==> src/rtl/note_pkg.sv <==
// ============================================================================
// Module   : note_pkg
// Brief    : Pitch/octave codes, ASCII constants and note-decoding helpers
//            shared by the note generator's UART and display paths.
// Revision : 1.0
// ============================================================================
`default_nettype none

package note_pkg;

  localparam logic [3:0] PITCH_C  = 4'd0;
  localparam logic [3:0] PITCH_CS = 4'd1;
  localparam logic [3:0] PITCH_D  = 4'd2;
  localparam logic [3:0] PITCH_DS = 4'd3;
  localparam logic [3:0] PITCH_E  = 4'd4;
  localparam logic [3:0] PITCH_F  = 4'd5;
  localparam logic [3:0] PITCH_FS = 4'd6;
  localparam logic [3:0] PITCH_G  = 4'd7;
  localparam logic [3:0] PITCH_GS = 4'd8;
  localparam logic [3:0] PITCH_A  = 4'd9;
  localparam logic [3:0] PITCH_AS = 4'd10;
  localparam logic [3:0] PITCH_B  = 4'd11;

  localparam logic [1:0] OCT_3 = 2'd0;
  localparam logic [1:0] OCT_4 = 2'd1;
  localparam logic [1:0] OCT_5 = 2'd2;
  localparam logic [1:0] OCT_6 = 2'd3;

  localparam logic [7:0] ASCII_CR    = 8'h0D;
  localparam logic [7:0] ASCII_LF    = 8'h0A;
  localparam logic [7:0] ASCII_COMMA = 8'h2C;
  localparam logic [7:0] ASCII_SHARP = 8'h23;
  localparam logic [7:0] ASCII_SPACE = 8'h20;
  localparam logic [7:0] ASCII_FLAT  = 8'h62;
  localparam logic [7:0] ASCII_3     = 8'h33;
  localparam logic [7:0] ASCII_6     = 8'h36;
  localparam logic [7:0] ASCII_A     = 8'h41;
  localparam logic [7:0] ASCII_G     = 8'h47;

  typedef enum logic [1:0] {
    R_IDLE  = 2'd0,
    R_START = 2'd1,
    R_DATA  = 2'd2,
    R_STOP  = 2'd3
  } rx_state_t;

  typedef enum logic [2:0] {
    P_NOTE = 3'd0,
    P_ACC  = 3'd1,
    P_OCT  = 3'd2,
    P_TAIL = 3'd3,
    P_SKIP = 3'd4
  } parse_state_t;

  function automatic logic [3:0] letter_to_pitch(input logic [7:0] ch);
    case (ch)
      8'h41:   return PITCH_A;
      8'h42:   return PITCH_B;
      8'h43:   return PITCH_C;
      8'h44:   return PITCH_D;
      8'h45:   return PITCH_E;
      8'h46:   return PITCH_F;
      8'h47:   return PITCH_G;
      default: return PITCH_C;
    endcase
  endfunction

  function automatic logic is_letter(input logic [7:0] ch);
    return (ch >= ASCII_A) && (ch <= ASCII_G);
  endfunction

  function automatic logic is_octave_digit(input logic [7:0] ch);
    return (ch >= ASCII_3) && (ch <= ASCII_6);
  endfunction

  function automatic logic [1:0] digit_to_octave(input logic [7:0] ch);
    logic [7:0] d;
    d = ch - ASCII_3;
    return d[1:0];
  endfunction

  function automatic logic is_eol(input logic [7:0] ch);
    return (ch == ASCII_CR) || (ch == ASCII_LF);
  endfunction

endpackage

`default_nettype wire

==> src/rtl/uart_rx_core.sv <==
// ============================================================================
// Module   : uart_rx_core
// Brief    : 8N1 UART receiver with input synchronizer and mid-bit sampling.
// Revision : 1.0
// ============================================================================
`default_nettype none

module uart_rx_core
  import note_pkg::*;
#(
  parameter int CLKS_PER_BIT = 434,
  parameter int SYNC_STAGES  = 2
) (
  input  logic       clk,
  input  logic       reset,
  input  logic       i_enable,
  input  logic       i_rx,
  output logic [7:0] o_byte,
  output logic       o_byte_valid,
  output logic       o_frame_err,
  output logic       o_busy
);

  localparam int CNT_W = $clog2(CLKS_PER_BIT);
  localparam logic [CNT_W-1:0] c_LAST = CNT_W'(CLKS_PER_BIT - 1);
  localparam logic [CNT_W-1:0] c_HALF = CNT_W'(CLKS_PER_BIT / 2 - 1);

  logic [SYNC_STAGES-1:0] r_sync;
  rx_state_t              r_state, w_state_nxt;
  logic [CNT_W-1:0]       r_cnt, w_cnt_nxt;
  logic [2:0]             r_bit, w_bit_nxt;
  logic [7:0]             r_shift, w_shift_nxt;
  logic                   r_armed, w_armed_nxt;
  logic                   w_load, w_ferr, w_rx;
  logic [7:0]             r_byte;
  logic                   r_byte_valid, r_frame_err;

  assign w_rx = r_sync[SYNC_STAGES-1];

  always_ff @(posedge clk or posedge reset) begin
    if (reset) begin
      r_sync       <= '1;
      r_state      <= R_IDLE;
      r_cnt        <= '0;
      r_bit        <= '0;
      r_shift      <= '0;
      r_armed      <= 1'b1;
      r_byte       <= '0;
      r_byte_valid <= 1'b0;
      r_frame_err  <= 1'b0;
    end else begin
      r_sync       <= {r_sync[SYNC_STAGES-2:0], i_rx};
      r_state      <= w_state_nxt;
      r_cnt        <= w_cnt_nxt;
      r_bit        <= w_bit_nxt;
      r_shift      <= w_shift_nxt;
      r_armed      <= w_armed_nxt;
      r_byte_valid <= w_load;
      r_frame_err  <= w_ferr;
      if (w_load) r_byte <= r_shift;
    end
  end

  always_comb begin
    w_state_nxt = r_state;
    w_cnt_nxt   = r_cnt + 1'b1;
    w_bit_nxt   = r_bit;
    w_shift_nxt = r_shift;
    // After a framing error the line may still be low; wait for idle before re-arming.
    w_armed_nxt = r_armed | w_rx;
    w_load      = 1'b0;
    w_ferr      = 1'b0;
    if (!i_enable) begin
      w_state_nxt = R_IDLE;
      w_cnt_nxt   = '0;
    end else begin
      case (r_state)
        R_IDLE: begin
          w_cnt_nxt = '0;
          w_bit_nxt = '0;
          if (r_armed && !w_rx) w_state_nxt = R_START;
        end
        R_START: begin
          if (r_cnt == c_HALF) begin
            w_cnt_nxt   = '0;
            w_state_nxt = w_rx ? R_IDLE : R_DATA;
          end
        end
        R_DATA: begin
          if (r_cnt == c_LAST) begin
            w_cnt_nxt   = '0;
            w_shift_nxt = {w_rx, r_shift[7:1]};
            w_bit_nxt   = r_bit + 3'd1;
            if (r_bit == 3'd7) w_state_nxt = R_STOP;
          end
        end
        R_STOP: begin
          if (r_cnt == c_LAST) begin
            w_cnt_nxt   = '0;
            w_state_nxt = R_IDLE;
            if (w_rx) begin
              w_load = 1'b1;
            end else begin
              w_ferr      = 1'b1;
              w_armed_nxt = 1'b0;
            end
          end
        end
        default: w_state_nxt = R_IDLE;
      endcase
    end
  end

  assign o_byte       = r_byte;
  assign o_byte_valid = r_byte_valid;
  assign o_frame_err  = r_frame_err;
  assign o_busy       = (r_state != R_IDLE);

endmodule

`default_nettype wire

==> src/rtl/uart_note_rx.sv <==
// ============================================================================
// Module   : uart_note_rx
// Brief    : UART receiver plus ASCII note-line parser ("C#4\r\n" -> pitch/octave).
//            Optional macro NOTE_RX_FLATS_EN accepts 'b' flats.
// Revision : 1.0
// ============================================================================
`default_nettype none

module uart_note_rx
  import note_pkg::*;
#(
  parameter int CLK_HZ      = 50000000,
  parameter int BAUD        = 115200,
  parameter int SYNC_STAGES = 2
) (
  input  logic       clk,
  input  logic       reset,
  input  logic       i_rx_enable,
  input  logic       i_rx,
  output logic [7:0] o_rx_byte,
  output logic       o_rx_byte_valid,
  output logic       o_frame_err,
  output logic       o_parse_err,
  output logic [3:0] o_note_pitch,
  output logic [1:0] o_note_octave,
  output logic       o_note_valid,
  output logic       o_busy
);

  localparam int CLKS_PER_BIT = CLK_HZ / BAUD;

  logic [7:0]   w_byte;
  logic         w_bv, w_ferr;
  parse_state_t r_pstate, w_pstate_nxt;
  logic [3:0]   r_base, w_base_nxt;
  logic [1:0]   r_oct, w_oct_nxt;
  logic         r_pend, w_pend_nxt;
  logic         w_commit, w_perr;
  logic [3:0]   r_pitch;
  logic [1:0]   r_octave;
  logic         r_note_valid, r_parse_err;

  uart_rx_core #(
    .CLKS_PER_BIT (CLKS_PER_BIT),
    .SYNC_STAGES  (SYNC_STAGES)
  ) u_core (
    .clk          (clk),
    .reset        (reset),
    .i_enable     (i_rx_enable),
    .i_rx         (i_rx),
    .o_byte       (w_byte),
    .o_byte_valid (w_bv),
    .o_frame_err  (w_ferr),
    .o_busy       (o_busy)
  );

  always_ff @(posedge clk or posedge reset) begin
    if (reset) begin
      r_pstate     <= P_NOTE;
      r_base       <= PITCH_A;
      r_oct        <= OCT_4;
      r_pend       <= 1'b0;
      r_pitch      <= PITCH_A;
      r_octave     <= OCT_4;
      r_note_valid <= 1'b0;
      r_parse_err  <= 1'b0;
    end else begin
      r_pstate     <= w_pstate_nxt;
      r_base       <= w_base_nxt;
      r_oct        <= w_oct_nxt;
      r_pend       <= w_pend_nxt;
      r_note_valid <= w_commit;
      r_parse_err  <= w_perr;
      if (w_commit) begin
        r_pitch  <= r_base;
        r_octave <= r_oct;
      end
    end
  end

  always_comb begin
    w_pstate_nxt = r_pstate;
    w_base_nxt   = r_base;
    w_oct_nxt    = r_oct;
    w_pend_nxt   = r_pend;
    w_commit     = 1'b0;
    w_perr       = 1'b0;
    if (!i_rx_enable) begin
      w_pstate_nxt = P_NOTE;
      w_pend_nxt   = 1'b0;
    end else if (w_ferr) begin
      // A corrupted byte at line start loses nothing; mid-line it poisons the line.
      if (r_pstate != P_NOTE) w_pstate_nxt = P_SKIP;
      w_pend_nxt = 1'b0;
    end else if (w_bv) begin
      case (r_pstate)
        P_NOTE: begin
          if (is_letter(w_byte)) begin
            w_base_nxt   = letter_to_pitch(w_byte);
            w_pstate_nxt = P_ACC;
          end else if (!is_eol(w_byte)) begin
            w_perr       = 1'b1;
            w_pstate_nxt = P_SKIP;
          end
        end
        P_ACC: begin
          if (w_byte == ASCII_SHARP) begin
            if (r_base == PITCH_E || r_base == PITCH_B) begin
              w_perr       = 1'b1;
              w_pstate_nxt = P_SKIP;
            end else begin
              w_base_nxt   = r_base + 4'd1;
              w_pstate_nxt = P_OCT;
            end
          end else if (w_byte == ASCII_SPACE) begin
            w_pstate_nxt = P_OCT;
          end else if (is_octave_digit(w_byte)) begin
            w_oct_nxt    = digit_to_octave(w_byte);
            w_pstate_nxt = P_TAIL;
`ifdef NOTE_RX_FLATS_EN
          end else if (w_byte == ASCII_FLAT) begin
            if (r_base == PITCH_C || r_base == PITCH_F) begin
              w_perr       = 1'b1;
              w_pstate_nxt = P_SKIP;
            end else begin
              w_base_nxt   = r_base - 4'd1;
              w_pstate_nxt = P_OCT;
            end
`endif
          end else begin
            w_perr       = 1'b1;
            w_pstate_nxt = P_SKIP;
          end
        end
        P_OCT: begin
          if (is_octave_digit(w_byte)) begin
            w_oct_nxt    = digit_to_octave(w_byte);
            w_pstate_nxt = P_TAIL;
          end else begin
            w_perr       = 1'b1;
            w_pstate_nxt = P_SKIP;
          end
        end
        P_TAIL: begin
          if (is_eol(w_byte)) begin
            w_commit     = 1'b1;
            w_pstate_nxt = P_NOTE;
          end else if (w_byte == ASCII_COMMA) begin
            w_pend_nxt   = 1'b1;
            w_pstate_nxt = P_SKIP;
          end else begin
            w_perr       = 1'b1;
            w_pend_nxt   = 1'b0;
            w_pstate_nxt = P_SKIP;
          end
        end
        P_SKIP: begin
          if (is_eol(w_byte)) begin
            w_commit     = r_pend;
            w_pend_nxt   = 1'b0;
            w_pstate_nxt = P_NOTE;
          end
        end
        default: w_pstate_nxt = P_NOTE;
      endcase
    end
  end

  assign o_rx_byte       = w_byte;
  assign o_rx_byte_valid = w_bv;
  assign o_frame_err     = w_ferr;
  assign o_parse_err     = r_parse_err;
  assign o_note_pitch    = r_pitch;
  assign o_note_octave   = r_octave;
  assign o_note_valid    = r_note_valid;

endmodule

`default_nettype wire

==> config.mk <==
export PLATFORM = sky130hd
export DESIGN_NAME = uart_note_rx
export DESIGN_NICKNAME = d
export VERILOG_FILES = /design/src/rtl/note_pkg.sv /design/src/rtl/uart_rx_core.sv /design/src/rtl/uart_note_rx.sv
export SDC_FILE = /design/constraint.sdc
export NUM_CORES = 1
export LEC_CHECK = 0
export ABC_CLOCK_PERIOD_IN_PS = 3500
export BUFFER_PORTS_ARGS = -buffer_cell sky130_fd_sc_hd__buf_2
export CORE_MARGIN = 4
export CORE_UTILIZATION = 58
export DETAILED_ROUTE_END_ITERATION = 10
export PLACE_DENSITY = 0.86
export SKIP_CTS_REPAIR_TIMING = 1
export SYNTH_ARGS = -nofsm -noshare
export SYNTH_HDL_FRONTEND = slang
export SYNTH_SLANG_ARGS = --single-unit
==> constraint.sdc <==
create_clock -name clk -period 3.5 [get_ports clk]
set_clock_uncertainty 0.1 [all_clocks]
set_input_delay 0.35 -clock clk [delete_from_list [all_inputs] [get_ports clk]]
set_output_delay 0.35 -clock clk [all_outputs]
set_load 0.01 [all_outputs]
==> results of run 1 <==
## kinds of logic (layout without fill, tap and decap cells)
| kind of cell | after synthesis | in the layout | synth area share |
|---|---|---|---|
| adders and majority gates | 11 | 11 | 0.0478 |
| and+or+nand+nor | 103 | 103 | 0.212 |
| muxes | 28 | 28 | 0.110 |
| buffers and inverters | 15 | 38 | 0.0287 |
| DFF | 53 | 53 | 0.465 |
| AOI/OAI and AO/OA | 44 | 44 | 0.109 |
| xor gates and xnor gates | 9 | 9 | 0.0274 |
## power by group
| part | switching, mW | internal, mW |
|---|---|---|
| clock | 0.194 | 0.179 |
| sequential | 0.00373 | 0.616 |
| combinational | 0.0211 | 0.00727 |
| total | 0.219 | 0.802 |
## registers in the layout, indices dropped and copies added (netlist names)
| signal | flops |
|---|---|
| u_core.o_frame_err | 1 |
| o_note_pitch | 4 |
| r_base | 4 |
| r_pend | 1 |
| r_oct | 2 |
| u_core.r_armed | 1 |
| u_core.r_sync | 2 |
| u_core.o_byte_valid | 1 |
| u_core.r_bit | 3 |
| r_pstate | 3 |
| u_core.o_byte | 8 |
| u_core.r_state | 2 |
| o_note_valid | 1 |
| o_note_octave | 2 |
| u_core.r_shift | 8 |
| u_core.r_cnt | 9 |
| o_parse_err | 1 |
## placed cells by master (no fill, tap or decap), types with 7 or more instances in the layout
cell      instances
dfrtp_1          44
mux2_2           25
nor2_1           23
buf_2            22
nand2_1          15
nand3_1          14
ha_1             11
dfstp_2           9
inv_1             7
nand2b_1          7
a21oi_1           7
clkbuf_8          7
## cells in the mapped netlist (all sizes together) (3+ instances only)
cell,number,share of area
dfrtp,44,0.38
mux2,26,0.10
nor2,24,0.034
nand2,16,0.022
nand3,14,0.024
ha,11,0.048
dfstp,9,0.082
inv,8,0.010
a21oi,7,0.012
nand2b,7,0.015
nand4,6,0.013
o21ai,6,0.010
xor2,6,0.018
a22o,5,0.015
and3,5,0.011
nand3b,5,0.017
nor3,5,0.013
a21boi,4,0.010
a31oi,4,0.0087
clkbuf,4,0.0087
buf,3,0.0096
nand4b,3,0.0091
nor2b,3,0.0065
nor3b,3,0.0096
xnor2,3,0.0091
## routing by layer
metal,vias to the layer above,global-route usage,routed length [µm]
met2,55,0.292,2430
li1,1007,-,-
met5,-,0,0
met1,968,0.267,2550
met3,6,0.0436,235
met4,0,0.0787,67
## critical path, cell delays in order, from the launching register on
cell and delay, ns:
dfrtp_1 0.43, inv_1 0.10, ha_1 0.26, nand3b_1 0.14
o2111ai_1 0.25, or4_4 0.60, mux2_4 0.31
## cell type report
class                   instances  area [µm²]  area share
clock buffers                   7        96.3      0.0309
flip-flops and latches         53        1340       0.429
multi-input cells             195        1460       0.467
repair buffers                 22         110      0.0353
inverters                       8        30.0     0.00962
clock inverters                 1        5.00     0.00160
well taps                      67        83.8      0.0269
## final timing paths
check,startpoint,endpoint,cells past startpoint
setup reg to reg,u_core.o_byte[0],r_oct[1],6
hold reg to reg,u_core.r_sync[0],u_core.r_sync[1],0
min in group asynchronous,reset,r_pend,2
max in group asynchronous,reset,r_oct[1],2
hold / removal,i_rx,u_core.r_sync[0],1
setup / recovery,u_core.o_byte[0],r_oct[1],6
## stage by stage
stage          worst slack [ns]  cell area (µm²)  hold slack (ns)  std cells
2_1_floorplan              1.42             2880            0.245        263
3_3_place_gp               1.28             3020            0.245        345
3_5_place_dp               1.24             3020            0.251        345
4_1_cts                    1.23             3120           0.0217        353
5_1_grt                    1.09             3120           0.0150        353
6_report                   1.21             3120           0.0273        353
==> summary.md, run 1 <==
| Metric | Value |
|---|---|
| Final setup viols | `0` |
| Vias | `2,036` |
| Static Leak | `1.50 nW` |
| Post-synthesis register bit count | `53` |
| Fraction of layout cells with a size suffix above 1 | `0.280` |
| Root Driver | `clkbuf_8` |
| Peak VDD IR | `0.252 mV` |
| GRT Resource Usage Total | `0.193` |
| Die height | `78.4 µm` |
| Ant diodes | `0` |
| Total wire length | `5280 µm` |
| Fmax | `437 MHz` |
| RePlAce Congestion | `0.863` |
| Status | `complete, no violations` |
| Syn Area/Cell | `10.9 µm²` |
| Final hold violation count | `0` |
| Post-DR vias/cell | `5.77` |
| Final Cycle Share | `0.654` |
| Kind of critical path | `reg -> reg` |
| Max clock buf depth | `2` |
| Starting Density | `0.605` |
| Worst-Margin Slew | `1.05 ns` |
| CTS tree | `done` |
| Initial antenna violation count | `0` |
| Post-layout util | `0.656` |
| Total Power | `1.02 mW` |
| H-Tree Depth | `2` |
| Worst path required time | `3.60 ns` |
| CP Launch Type | `flip-flop` |
| Worst R2R Setup Slack | `1.21 ns` |
| Worst rel slew slack | `0.299` |
| First-pass GRT wire length | `9440 µm` |
| Synth Cell Area | `2880 µm²` |
| Die W | `78.4 µm` |
| Ys Warns | `0` |
| Setup TNS | `0 ns` |
| Drt first-iter violations | `204` |
| CP Max Fanout | `7` |
| Final min period | `2.29 ns` |
| RSZ-0062 raised after global routing | `false` |
| Crit path arrival time | `2.39 ns` |
| Max-Cap Viols | `0` |
| I/O pin count | `23` |
| Post-Synthesis Net Count | `278` |
| Rows | `25` |
| Primary FF master, synth | `dfrtp_1` |
| Initial DRT Pass Iterations | `4` |
| Worst Setup End Kind | `flip-flop` |
| DR WL/cell | `15.0 µm` |
| Sequential area share after synthesis | `0.465` |
| Max Transition Viols Final | `0` |
| Clock Latency Late Sink | `0.31 ns` |
| Die area | `6150 µm²` |
| Vias in the first global route | `1,968` |
| Number of remaining DRC errors | `0` |
| Clock Sinks | `53` |
| FILL cells | `391` |
| Post-synth EDFFs | `0` |
| Min-delay worst type | `in -> reg` |
| Area growth from synthesis to layout | `8.43%` |
| Antenna-violating nets left | `0` |
| Largest net degree at the start of global routing | `54` |
| FFs w/ async S/R, synth | `1.00` |
| Final net count | `300` |
| Cells after Synth | `263` |
| Power Dens Cells | `327 nW/µm²` |
| Detail Placement HPWL | `3680 µm` |
| Inserted Clock Buffers | `5` |
| IO Port Bufs | `22` |
| Core region area | `4750 µm²` |
| Clk slew on worst S/H paths | `0.09 ns` |
| GRT overflow | `0` |
| Netlist cell types | `59` |
No activity file was read; power rests on OpenSTA's default activity.
==> inputs of run 2 (changes only) <==
Settings changed: ABC_CLOCK_PERIOD_IN_PS 3500 to 2100, CORE_UTILIZATION 58 to 54, PLACE_DENSITY 0.86 to 0.84.
Clock period 3.5 ns to 2.1 ns, I/O delays scaled along.
==> run 2 against run 1 <==
Total power increased by 66%; sequential power increased by 66%; flip-flop and latch count unchanged; register-to-register slack got worse by 1.3 ns; the flow now finishes with violations (negative setup slack).
==> summary.md, run 2 (synthesis results as in run 1) <==
| Metric | Value |
|---|---|
| Status | `complete, but fails checks (was complete, no violations)` |
| Violated checks | `negative setup slack` |
| Die area | `6560 µm² (was 6150 µm²)` |
| GRT Resource Usage Total | `0.202 (was 0.193)` |
| DP Area | `3230 µm² (was 3020 µm²)` |
| Detail Placement HPWL | `4490 µm (was 3680 µm)` |
| CTS tree | `done (unchanged)` |
| Vias | `2,379 (was 2,036)` |
| Largest register by flop count | `u_core.r_cnt (unchanged)` |
| Vias in the first global route | `2,181 (was 1,968)` |
| Worst path required time | `2.21 ns (was 3.60 ns)` |
| Worst R2R Setup Slack | `-0.05 ns (was 1.21 ns)` |
| Static Leak | `1.68 nW (was 1.50 nW)` |
| Starting Density | `0.560 (was 0.605)` |
| IO Port Bufs | `22 (unchanged)` |
| FF-to-FF Start | `u_core.o_byte[0] (unchanged)` |
| Area occupied by multi-input gates | `1590 µm² (was 1460 µm²)` |
| I/O pin count | `23 (unchanged)` |
| FF-to-FF path depth | `6 (unchanged)` |
| Reg area | `1340 µm² (about the same)` |
| Max clock buf depth | `2 (unchanged)` |
| Ant diodes | `0 (unchanged)` |
| Clock Sinks | `53 (unchanged)` |
| Comb pwr share | `0.040 (was 0.028)` |
| Area growth from synthesis to layout | `22.6% (was 8.43%)` |
| Switching power total | `0.405 mW (was 0.219 mW)` |
| Internal power | `1.29 mW (was 0.802 mW)` |
| Clock Latency Late Sink | `0.32 ns (was 0.31 ns)` |
| Worst-Margin Slew | `0.608 ns (was 1.05 ns)` |
| DR WL/cell | `18.2 µm (was 15.0 µm)` |
| Hold Crit Depth | `4 (was 1)` |
| Most common cell after layout, fill and taps aside | `dfrtp_1 (unchanged)` |
| Die W | `81 µm (was 78.4 µm)` |
| Switching Share | `0.238 (was 0.214)` |
| Largest register FFs | `9 (unchanged)` |
| Antenna-violating nets left | `0 (unchanged)` |
| RSZ-0062 raised after global routing | `true (was false)` |
| Final net count | `333 (was 300)` |
| Die height | `81 µm (was 78.4 µm)` |
| GRT overflow | `0 (unchanged)` |
| Initial DRT Pass Iterations | `6 (was 4)` |
| Post-DR vias/cell | `6.12 (was 5.77)` |
| HP Start | `i_rx_enable (was i_rx)` |
| CP delay by family, top | `simple AND/OR/NAND/NOR gates (unchanged)` |
| Worst rel slew slack | `0.584 (was 0.299)` |
| FILL cells | `380 (was 391)` |
| R2r endpoint | `r_oct[1] (unchanged)` |
| Max-Cap Viols | `0 (unchanged)` |
| Max Transition Viols Final | `0 (unchanged)` |
| Setup TNS | `-0.0451 ns (was 0 ns)` |
| Worst path max stage delay | `0.59 ns (was 0.60 ns)` |
| Initial antenna violation count | `0 (unchanged)` |
| Min-delay worst type | `in -> reg (unchanged)` |
| Clock network power share | `0.353 (was 0.365)` |
| Largest net degree at the start of global routing | `28 (was 54)` |
| Hold EP | `r_pstate[2] (was u_core.r_sync[0])` |
| CP Launch Type | `flip-flop (unchanged)` |
| Rows | `26 (was 25)` |
| Peak VDD IR | `0.357 mV (was 0.252 mV)` |
| Drt first-iter violations | `274 (was 204)` |
| Final hold violation count | `0 (unchanged)` |
| H-Tree Depth | `2 (unchanged)` |
| RePlAce Congestion | `0.895 (was 0.863)` |
| CP Max Fanout | `6 (was 7)` |
| Final Cycle Share | `1.02 (was 0.654)` |
| Number of remaining DRC errors | `0 (unchanged)` |
| Fraction of layout cells with a size suffix above 1 | `0.429 (was 0.280)` |
| Most frequent cells in the layout | `dfrtp_1 (40), buf_4 (28), mux2_2 (25) (was dfrtp_1 (44), mux2_2 (25), nor2_1 (23))` |
| Total wire length | `7070 µm (was 5280 µm)` |
| Post-Route Hold Slack | `0.247 ns (was 0.0273 ns)` |
| Post-route cell area | `3530 µm² (was 3120 µm²)` |
| Worst path cell trace | `inv_2 -> ha_4 -> nand3b_1 -> o2111ai_2 -> or4_4 -> mux2_4 (was inv_1 -> ha_1 -> nand3b_1 -> o2111ai_1 -> or4_4 -> mux2_4)` |
| Inserted Clock Buffers | `5 (unchanged)` |
| Setup WS post-layout | `-0.0451 ns (was 1.21 ns)` |
| Crit path arrival time | `2.25 ns (was 2.39 ns)` |
| Fmax | `466 MHz (was 437 MHz)` |
| Kind of critical path | `reg -> reg (unchanged)` |
| Power Dens Cells | `482 nW/µm² (was 327 nW/µm²)` |
| Root Driver | `clkbuf_8 (unchanged)` |
| Flop pwr share | `0.607 (about the same)` |
| Worst Setup End Kind | `flip-flop (unchanged)` |
| Dpl ws | `0.00555 ns (was 1.24 ns)` |
| Final min period | `2.15 ns (was 2.29 ns)` |
| Final setup viols | `1 (was 0)` |
| Core region area | `5140 µm² (was 4750 µm²)` |
| Slowest CP cell | `or4_4 (unchanged)` |
| Crit path buf inv count | `1 (unchanged)` |
| Clk slew on worst S/H paths | `0.10 ns (was 0.09 ns)` |
| First-pass GRT wire length | `10,300 µm (was 9440 µm)` |
[run 2: cell count changes in the layout (fill, tap and decap cells not counted), moves of 4 or more]
cell | previous run | this run
ha_1 | 11 | 6
ha_2 | 0 | 4
dfrtp_1 | 44 | 40
dfrtp_2 | 0 | 4
buf_4 | 0 | 28
[run 2: tightest hold or removal path: cells and delay by family]
| kind | cells | cell delay, ns |
|---|---|---|
| compound gates | 2 | 0.13 |
| buf+inv | 2 | 0.29 |
[run 2: per-layer routing]
metal | up-vias | track usage | wire (µm) | part of all wire
met4 | 0 | 0.0659 | 260 | 0.037
li1 | 1076 | - | - | -
met1 | 1153 | 0.266 | 2920 | 0.41
met5 | - | 0 | 0 | 0
met2 | 118 | 0.329 | 3440 | 0.49
met3 | 32 | 0.0466 | 449 | 0.064
[run 2: final cells by class]
cell class                 count  share of cell area
multi-input combinational    196               0.451
clock buffer                   5              0.0195
tap                           70              0.0248
timing repair buffer          54               0.108
clock inverter                 3             0.00745
inverter                       8             0.00851
sequential                    53               0.380
[run 2: through the flow]
| step | util | total power, mW | cells |
|---|---|---|---|
| 6_report | 0.686 | 1.70 | 389 |
| 5_1_grt | 0.686 | 1.77 | 389 |
| 3_3_place_gp | 0.629 | 1.11 | 374 |
| 3_5_place_dp | 0.629 | 1.11 | 374 |
| 2_1_floorplan | - | 1.09 | 263 |
| 4_1_cts | 0.647 | 1.71 | 382 |
[run 2: worst max path at each step]
stage                     start        to  slack, ns  depth (start not counted)
2_1_floorplan  u_core.o_byte[0]  r_oct[1]       0.02                          6
3_5_place_dp   u_core.o_byte[0]  r_oct[1]      0.006                          6
5_1_grt        u_core.o_byte[0]  r_oct[1]      -0.08                          6
3_3_place_gp   u_core.o_byte[0]  r_oct[1]       0.06                          6
6_report       u_core.o_byte[0]  r_oct[1]      -0.05                          6
4_1_cts        u_core.o_byte[0]  r_oct[1]      -0.03                          6
[run 2: power groups by stage]
stage / Sequential [mW] / Combinational, mW / Clock (mW)
final: 1.03 / 0.0678 / 0.600
after global routing: 1.03 / 0.0774 / 0.658
after detailed placement: 1.05 / 0.0621 / 0
after global placement: 1.05 / 0.0594 / 0
after floorplan: 1.05 / 0.0353 / 0
after CTS: 1.03 / 0.0623 / 0.614
==> inputs of run 3 (changes only) <==
Settings changed: SKIP_LAST_GASP set to 1.
==> run 3 against run 2 <==
The run still ends with negative setup slack left; hold slack better by 0.0047 ns; non-clock buffer count is the same; critical path depth decreased by 1; cell count stayed put; die area did not move; worst setup slack improved by 0.014 ns; total power is essentially flat; first-iteration DRC count down 19%; final area down 0.46%; core utilization is 0.32 points lower; critical path type unchanged; critical endpoint is now r_pstate[2]; largest cell class unchanged; largest power group unchanged.
==> summary.md, run 3 (synthesis results as in run 1) <==
| Metric | Value |
|---|---|
| Status | `complete, but fails checks (unchanged)` |
| Violated checks | `negative setup slack (unchanged)` |
| Static Leak | `1.67 nW (was 1.68 nW)` |
| Final Cycle Share | `1.01 (was 1.02)` |
| Reg area | `1340 µm² (unchanged)` |
| I/O pin count | `23 (unchanged)` |
| Drt first-iter violations | `223 (was 274)` |
| Area occupied by multi-input gates | `1580 µm² (was 1590 µm²)` |
| Largest register FFs | `9 (unchanged)` |
| Initial DRT Pass Iterations | `4 (was 6)` |
| Crit path buf inv count | `0 (was 1)` |
| Largest register by flop count | `u_core.r_cnt (unchanged)` |
| Most common cell after layout, fill and taps aside | `dfrtp_1 (unchanged)` |
| Max Transition Viols Final | `0 (unchanged)` |
| CP delay by family, top | `compound AO/OA/AOI/OAI gates (was simple AND/OR/NAND/NOR gates)` |
| Die height | `81 µm (unchanged)` |
| Worst path max stage delay | `0.64 ns (was 0.59 ns)` |
| Hold Crit Depth | `3 (was 4)` |
| First-pass GRT wire length | `10,300 µm (unchanged)` |
| Power Dens Cells | `484 nW/µm² (was 482 nW/µm²)` |
| RSZ-0062 raised after global routing | `true (unchanged)` |
| Hold EP | `u_core.r_state[1] (was r_pstate[2])` |
| Final min period | `2.13 ns (was 2.15 ns)` |
| Initial antenna violation count | `0 (unchanged)` |
| Total wire length | `6880 µm (was 7070 µm)` |
| Largest net degree at the start of global routing | `28 (unchanged)` |
| Post-route cell area | `3510 µm² (was 3530 µm²)` |
| Number of remaining DRC errors | `0 (unchanged)` |
| Max-Cap Viols | `0 (unchanged)` |
| CP Max Fanout | `12 (was 6)` |
| Min-delay worst type | `in -> reg (unchanged)` |
| Inserted Clock Buffers | `5 (unchanged)` |
| CP Launch Type | `flip-flop (unchanged)` |
| Ant diodes | `0 (unchanged)` |
| R2r endpoint | `r_pstate[2] (was r_oct[1])` |
| Final setup viols | `1 (unchanged)` |
| Core region area | `5140 µm² (unchanged)` |
| Post-DR vias/cell | `6.05 (was 6.12)` |
| FF-to-FF Start | `u_core.o_byte[2] (was u_core.o_byte[0])` |
| Detail Placement HPWL | `4490 µm (unchanged)` |
| Antenna-violating nets left | `0 (unchanged)` |
| Final net count | `333 (unchanged)` |
| Vias | `2,352 (was 2,379)` |
| Worst path required time | `2.23 ns (was 2.21 ns)` |
| Crit path arrival time | `2.26 ns (was 2.25 ns)` |
| Worst rel slew slack | `0.614 (was 0.584)` |
| Worst R2R Setup Slack | `-0.03 ns (was -0.05 ns)` |
| Crit-path most repeated cell | `a31oi_1` |
| Root Driver | `clkbuf_8 (unchanged)` |
| CTS tree | `done (unchanged)` |
| Worst path cell trace | `mux2_2 -> a31oi_1 -> o32a_1 -> o21ai_0 -> a31oi_1 (was inv_2 -> ha_4 -> nand3b_1 -> o2111ai_2 -> or4_4 -> mux2_4)` |
| Clock Sinks | `53 (unchanged)` |
| Fraction of layout cells with a size suffix above 1 | `0.423 (was 0.429)` |
| H-Tree Depth | `2 (unchanged)` |
| GRT Resource Usage Total | `0.202 (unchanged)` |
| Most frequent cells in the layout | `dfrtp_1 (40), buf_4 (28), mux2_2 (25) (unchanged)` |
| Worst-Margin Slew | `0.578 ns (was 0.608 ns)` |
| RePlAce Congestion | `0.895 (unchanged)` |
| Final hold violation count | `0 (unchanged)` |
| Rows | `26 (unchanged)` |
| Setup WS post-layout | `-0.0311 ns (was -0.0451 ns)` |
| Setup TNS | `-0.0311 ns (was -0.0451 ns)` |
| Area growth from synthesis to layout | `22.0% (was 22.6%)` |
| Worst Setup End Kind | `flip-flop (unchanged)` |
| Die W | `81 µm (unchanged)` |
| DP Area | `3230 µm² (unchanged)` |
| FF-to-FF path depth | `5 (was 6)` |
| Clock Latency Late Sink | `0.32 ns (about the same)` |
| Clk slew on worst S/H paths | `0.10 ns (about the same)` |
| HP Start | `i_rx_enable (unchanged)` |
| Max clock buf depth | `2 (unchanged)` |
| Peak VDD IR | `0.377 mV (was 0.357 mV)` |
| DR WL/cell | `17.7 µm (was 18.2 µm)` |
| Fmax | `469 MHz (was 466 MHz)` |
| Vias in the first global route | `2,181 (unchanged)` |
| FILL cells | `374 (was 380)` |
| Starting Density | `0.560 (unchanged)` |
| GRT overflow | `0 (unchanged)` |
| Die area | `6560 µm² (unchanged)` |
| Kind of critical path | `reg -> reg (unchanged)` |
| IO Port Bufs | `22 (unchanged)` |
| Slowest CP cell | `dfrtp_1 (was or4_4)` |
run 3: cell counts in the layout (fill, tap and decap cells not counted):
Identical to the previous run, type by type.
run 3: layout make-up:
class,count,area share
Multi-Input combinational cell,196,0.449
Sequential cell,53,0.382
Timing Repair Buffer,54,0.108
Tap cell,70,0.0249
Clock buffer,5,0.0196
Inverter,8,0.00855
Clock inverter,3,0.00748
run 3: power by group:
part | total [mW] | switching, mW | internal [mW]
sequential | 1.03 | 0.00540 | 1.03
clock | 0.599 | 0.356 | 0.243
combinational | 0.0677 | 0.0435 | 0.0242
total | 1.70 | 0.405 | 1.29
run 3: how the worst max path moves through the flow:
stage,startpoint,slack (ns),cells after the start,to
6_report,u_core.o_byte[2],-0.03,5,r_pstate[2]
4_1_cts,u_core.o_byte[0],-0.03,6,r_oct[1]
2_1_floorplan,u_core.o_byte[0],0.02,6,r_oct[1]
3_5_place_dp,u_core.o_byte[0],0.006,6,r_oct[1]
5_1_grt,u_core.o_byte[6],-0.06,8,r_pstate[2]
3_3_place_gp,u_core.o_byte[0],0.06,6,r_oct[1]
run 3: layer usage:
metal  GRT usage  share of wire  vias to the layer above
li1            -              -                     1073
met3      0.0466          0.063                       24
met2       0.329           0.49                      110
met5           0              0                        -
met1       0.266           0.42                     1145
met4      0.0659          0.031                        0
run 3: per-stage QoR:
step                cells   util  setup WS (ns)  power, mW  hold slack, ns
finish                389  0.683        -0.0311       1.70           0.252
global route          389  0.683        -0.0633       1.76           0.260
CTS                   382  0.647        -0.0314       1.71          -0.147
detailed placement    374  0.629        0.00555       1.11           0.200
global placement      374  0.629         0.0626       1.11           0.195
floorplan             263      -         0.0164       1.09           0.114
run 3: tightest hold or removal path: stages:
cell	delay [ns]
buf_2	0.12
buf_4	0.17
a21boi_0	0.13
